File: src/rtl/if_fetch_unit.sv
// Instruction-fetch front end: owns the fetch PC, issues one-outstanding imem
// requests and presents pc / pc_next / inst through an output register plus skid.
module if_fetch_unit #(
  parameter int                    PC_WIDTH   = 32,
  parameter int                    INST_WIDTH = 32,
  parameter logic [PC_WIDTH-1:0]   RESET_PC   = '0,
  parameter logic [INST_WIDTH-1:0] NOP_INST   = 32'h00000013
) (
  input  logic                  clk,
  input  logic                  reset_n,
  input  logic                  if_id_write,
  input  logic                  redirect,
  input  logic [PC_WIDTH-1:0]   redirect_pc,
  output logic                  imem_req_valid,
  input  logic                  imem_req_ready,
  output logic [PC_WIDTH-1:0]   imem_addr,
  input  logic                  imem_rsp_valid,
  input  logic [INST_WIDTH-1:0] imem_rsp_data,
  output logic [PC_WIDTH-1:0]   pc,
  output logic [PC_WIDTH-1:0]   pc_next,
  output logic [INST_WIDTH-1:0] inst,
  output logic                  fetch_valid
);

  typedef enum logic [1:0] {
    S_REQ  = 2'd0,
    S_WAIT = 2'd1,
    S_DROP = 2'd2
  } state_t;

  localparam logic [PC_WIDTH-1:0] PC_STEP = PC_WIDTH'(4);

  state_t                state_q, state_d;
  logic [PC_WIDTH-1:0]   fetch_pc_q, fetch_pc_d;

  logic                  out_valid_q, out_valid_d;
  logic [PC_WIDTH-1:0]   out_pc_q, out_pc_d;
  logic [PC_WIDTH-1:0]   out_pc_next_q, out_pc_next_d;
  logic [INST_WIDTH-1:0] out_inst_q, out_inst_d;

  logic                  skid_valid_q, skid_valid_d;
  logic [PC_WIDTH-1:0]   skid_pc_q, skid_pc_d;
  logic [PC_WIDTH-1:0]   skid_pc_next_q, skid_pc_next_d;
  logic [INST_WIDTH-1:0] skid_inst_q, skid_inst_d;

  logic                  consume;
  logic                  rsp_take;
  logic                  req_fire;
  logic [PC_WIDTH-1:0]   fetch_pc_inc;

  assign imem_req_valid = (state_q == S_REQ) && !redirect && !skid_valid_q;
  assign imem_addr      = fetch_pc_q;
  assign req_fire       = imem_req_valid && imem_req_ready;
  assign consume        = out_valid_q && if_id_write;
  // Responses outside S_WAIT (squashed or illegal) are never captured.
  assign rsp_take       = (state_q == S_WAIT) && imem_rsp_valid && !redirect;
  assign fetch_pc_inc   = fetch_pc_q + PC_STEP;

  always_comb begin
    state_d        = state_q;
    fetch_pc_d     = fetch_pc_q;
    out_valid_d    = out_valid_q;
    out_pc_d       = out_pc_q;
    out_pc_next_d  = out_pc_next_q;
    out_inst_d     = out_inst_q;
    skid_valid_d   = skid_valid_q;
    skid_pc_d      = skid_pc_q;
    skid_pc_next_d = skid_pc_next_q;
    skid_inst_d    = skid_inst_q;

    if (redirect) begin
      fetch_pc_d   = redirect_pc;
      out_valid_d  = 1'b0;
      out_inst_d   = NOP_INST;
      skid_valid_d = 1'b0;
      case (state_q)
        S_WAIT:  state_d = imem_rsp_valid ? S_REQ : S_DROP;
        S_DROP:  state_d = imem_rsp_valid ? S_REQ : S_DROP;
        default: state_d = S_REQ;
      endcase
    end else begin
      case (state_q)
        S_REQ:   if (req_fire) state_d = S_WAIT;
        S_WAIT:  if (imem_rsp_valid) state_d = S_REQ;
        S_DROP:  if (imem_rsp_valid) state_d = S_REQ;
        default: state_d = S_REQ;
      endcase

      if (rsp_take) fetch_pc_d = fetch_pc_inc;

      // Presentation order: output register, then skid, then the new response.
      if (!out_valid_q || consume) begin
        if (skid_valid_q) begin
          out_valid_d    = 1'b1;
          out_pc_d       = skid_pc_q;
          out_pc_next_d  = skid_pc_next_q;
          out_inst_d     = skid_inst_q;
          skid_valid_d   = rsp_take;
          skid_pc_d      = fetch_pc_q;
          skid_pc_next_d = fetch_pc_inc;
          skid_inst_d    = imem_rsp_data;
        end else if (rsp_take) begin
          out_valid_d   = 1'b1;
          out_pc_d      = fetch_pc_q;
          out_pc_next_d = fetch_pc_inc;
          out_inst_d    = imem_rsp_data;
        end else begin
          out_valid_d = 1'b0;
          out_inst_d  = NOP_INST;
        end
      end else if (rsp_take) begin
        skid_valid_d   = 1'b1;
        skid_pc_d      = fetch_pc_q;
        skid_pc_next_d = fetch_pc_inc;
        skid_inst_d    = imem_rsp_data;
      end
    end
  end

  always_ff @(posedge clk or negedge reset_n) begin
    if (!reset_n) begin
      state_q        <= S_REQ;
      fetch_pc_q     <= RESET_PC;
      out_valid_q    <= 1'b0;
      out_pc_q       <= '0;
      out_pc_next_q  <= '0;
      out_inst_q     <= NOP_INST;
      skid_valid_q   <= 1'b0;
      skid_pc_q      <= '0;
      skid_pc_next_q <= '0;
      skid_inst_q    <= NOP_INST;
    end else begin
      state_q        <= state_d;
      fetch_pc_q     <= fetch_pc_d;
      out_valid_q    <= out_valid_d;
      out_pc_q       <= out_pc_d;
      out_pc_next_q  <= out_pc_next_d;
      out_inst_q     <= out_inst_d;
      skid_valid_q   <= skid_valid_d;
      skid_pc_q      <= skid_pc_d;
      skid_pc_next_q <= skid_pc_next_d;
      skid_inst_q    <= skid_inst_d;
    end
  end

  assign fetch_valid = out_valid_q;
  assign pc          = out_pc_q;
  assign pc_next     = out_pc_next_q;
  assign inst        = out_inst_q;

endmodule
File: config.mk
export PLATFORM = sky130hd
export DESIGN_NAME = if_fetch_unit
export DESIGN_NICKNAME = d
export VERILOG_FILES = /design/src/rtl/if_fetch_unit.sv
export SDC_FILE = /design/constraint.sdc
export NUM_CORES = 1
export LEC_CHECK = 0
export CAP_MARGIN = 20
export CORE_UTILIZATION = 40
export CTS_CLUSTER_SIZE = 10
export DETAILED_ROUTE_END_ITERATION = 10
export PLACE_DENSITY = 0.67
export SLEW_MARGIN = 25
export SYNTH_ARGS = -nofsm -noshare
export SYNTH_HDL_FRONTEND = slang
export SYNTH_SLANG_ARGS = --single-unit
File: constraint.sdc
create_clock -name clk -period 5.32 [get_ports clk]
set_input_delay 1.064 -clock clk [delete_from_list [all_inputs] [get_ports clk]]
set_output_delay 1.064 -clock clk [all_outputs]
set_load 0.01 [all_outputs]
==> flow_metrics.tcl <==
set metrics [dict create \
    slew_headroom_pct 34.0 \
    grt_pass1_vias 8243 \
    synth_nets 1199 \
    post-route-period-util_pct 63.7 \
    numCtsBuffers 26 \
    crit_start "skid_valid_q" \
    vias 8534 \
    fmax_ghz 0.295 \
    overflow 0 \
    diodes 0 \
    num_io_pins 200 \
    synth_top_area_share_pct 52.5 \
    final_cell_mix "310 x nand2_1, 217 x dfrtp_1, 197 x clkdlybuf4s50_1" \
    yosys.area_share.simple_pct 20.8 \
    worstSetupPathType "flip-flop to primary output" \
    finalHoldWorstSlack_ps 433 \
    p_leak_nw 5.59 \
    cts_tree "built" \
    drv_cap 0 \
    area_growth_pct 27.1 \
    power_w 0.00508 \
    netlist_area_um2 10400 \
    grt_first_pass_wirelength_mm 45.1 \
    setup_viol 0 \
    routed_wl_mm 28.6 \
    h-tree-depth 1 \
    synthAdderAreaFrac_pct 0.361 \
    layout-drive-gt1-share_pct 6.19 \
    antenna_found_initial 0 \
    reg2reg_depth 5 \
    wl_per_cell_um 17.8 \
    grt.total_usage_pct 21.4 \
    ys_seq_elements 224 \
    syn_area_per_cell_um2 9.23 \
    async_reset_ff_share_pct 100 \
    cp_data_arrival_time_ps 2330 \
    period_needed_ps 3390 \
    drt_iter0_markers 619 \
    path_max_fanout 64 \
    p_per_area_nw_per_um2 384 \
    ant_nets 0 \
    cp-end-kind "primary output" \
    synth_top_area_cell "dfrtp_1" \
    vdd_drop_max_mv 0.253 \
    dp.final_hpwl_mm 19.1 \
    tns_ps 0 \
    yosys_warnings 0 \
    post_cts_resized 0 \
    fin_skew_ps 8.40 \
    dieWidth_um 163 \
    cts_buffer_depth 3 \
    drcViolationCount 0 \
    netlist_instances 1126 \
    regToRegSetupSlack_ps 2720 \
    start_util_pct 41.0 \
    postCtsSetupBuffers 0 \
    ys_top_cells_by_area "dfrtp_1 52%, nand2_1 11%, o21ai_0 5.0%" \
    r2r-start "skid_valid_q" \
    dieArea_um2 26600 \
    synth_edf_count 0 \
    clkLatencyLatePin_ps 520 \
    status "complete, no violations" \
    dieHeight_um 163 \
    cp-start-kind "flip-flop" \
    ys_seq_area_share_pct 54.0 \
    fin_util_pct 52.2 \
    rows 58 \
    yosysUniqueCellTypes 51 \
    tightest_slew_ps 990 \
    grt_max_degree 139 \
    critPathRequiredTime_ps 4260 \
    portBuffers 199 \
    gp_congestion 0.843 \
    maxSlewViolCount 0 \
    synth_compound_area_share_pct 12.2 \
    cts-root-buf "clkbuf_16" \
    mostFrequentLayoutCell "nand2_1" \
    nets 1344 \
    routed_via_density 5.31 \
    synth_top_family_by_area "simple AND/OR/NAND/NOR gates" \
    drtPass1Iterations 5 \
    ys.flop_type "dfrtp_1" \
    core_um2 25300 \
    rr_endpoint "skid_pc_next_q[5]" \
    muxShareOfSynthArea_pct 3.82 \
    cts.sinks 224 \
    rsz0062_at_grt "no" \
    synth_xor_area_share_pct 4.21 \
    worstHoldPathType "primary input to async pin" \
    clk_pin_slew_ps 60 \
    hold_violations 0 \
    cts_hold_buf 0 \
]
through the flow:
step | std cells | cell area [um^2] | worst slack (ps)
floorplan | 1126 | 10400 | 2520
global placement | 1571 | 12500 | 1900
detailed placement | 1571 | 12500 | 1810
CTS | 1604 | 13200 | 1890
global route | 1606 | 13200 | 1810
finish | 1606 | 13200 | 1930
sequential cells by signal (all words and copies together), names as in the netlist, 2 cells and up:
register,count
pc_next,30
skid_inst_q,32
imem_addr,32
skid_pc_q,32
state_q,2
pc,32
inst,32
skid_pc_next_q,30
worst max path at each step:
stage                      end  slack (ps)  depth (start not counted)
2_1_floorplan   imem_req_valid        2520                          3
3_3_place_gp   skid_inst_q[10]        1900                          7
3_5_place_dp   skid_inst_q[30]        1810                          6
4_1_cts         imem_req_valid        1890                          2
5_1_grt         imem_req_valid        1810                          2
6_report        imem_req_valid        1930                          2
cell families (layout without fill, tap and decap cells):
logic type	count (synthesis)	after routing
xor gates and xnor gates	50	50
and+or+nand+nor	486	486
adders and majority gates	3	3
buffers and inverters	100	250
muxes	39	39
DFF	224	224
AOI/OAI and AO/OA	224	224
per-layer routing:
| metal | share of wire, % | track usage (%) | routed length, um | vias to the layer above |
|---|---|---|---|---|
| li1 | - | - | - | 4059 |
| met1 | 45 | 30.2 | 12700 | 4128 |
| met2 | 46 | 33.6 | 13000 | 303 |
| met3 | 7.2 | 4.06 | 2050 | 44 |
| met4 | 2.6 | 5.78 | 743 | 0 |
| met5 | 0 | 0 | 0 | - |
report_power, final:
group	internal [W]	switching, W	leakage, nW
Combinational	0.000661	0.000552	2.39
Clock	0.000899	0.000648	0.340
Sequential	0.00206	0.000257	2.86
Total	0.00362	0.00146	5.59
synthesized netlist by cell type, types with 3 or more instances:
library cell	instances
nand2_1	310
dfrtp_1	218
o21ai_0	104
nor2_1	66
a21oi_1	48
clkbuf_1	45
mux2i_1	34
xnor2_1	31
a22oi_1	30
buf_2	28
xor2_1	19
nand3_1	18
buf_4	16
nor3_1	16
and3_1	13
o21ai_1	12
nand4_1	11
o22ai_1	9
nand2b_1	8
nor4_1	7
dfstp_2	6
nor4_2	6
o31a_1	6
buf_1	5
inv_1	5
mux2_2	5
or3_1	5
and2_1	4
and4_1	4
or2_2	4
a211oi_1	3
a21o_1	3
ha_1	3
nor2b_1	3
o31ai_1	3
worst max-delay path, stage by stage, from the launching register on:
cell	delay, ps
dfrtp_4	760
nor3b_1	440
clkdlybuf4s50_1	610
layout make-up:
cell class	count	area, um^2
clock buffer	33	698
fill	2308	12100
inverter	5	18.8
multi-input combinational	802	4330
sequential	224	5620
tap	330	413
timing repair buffer	212	2130
Power figures use the tool's default switching activity.
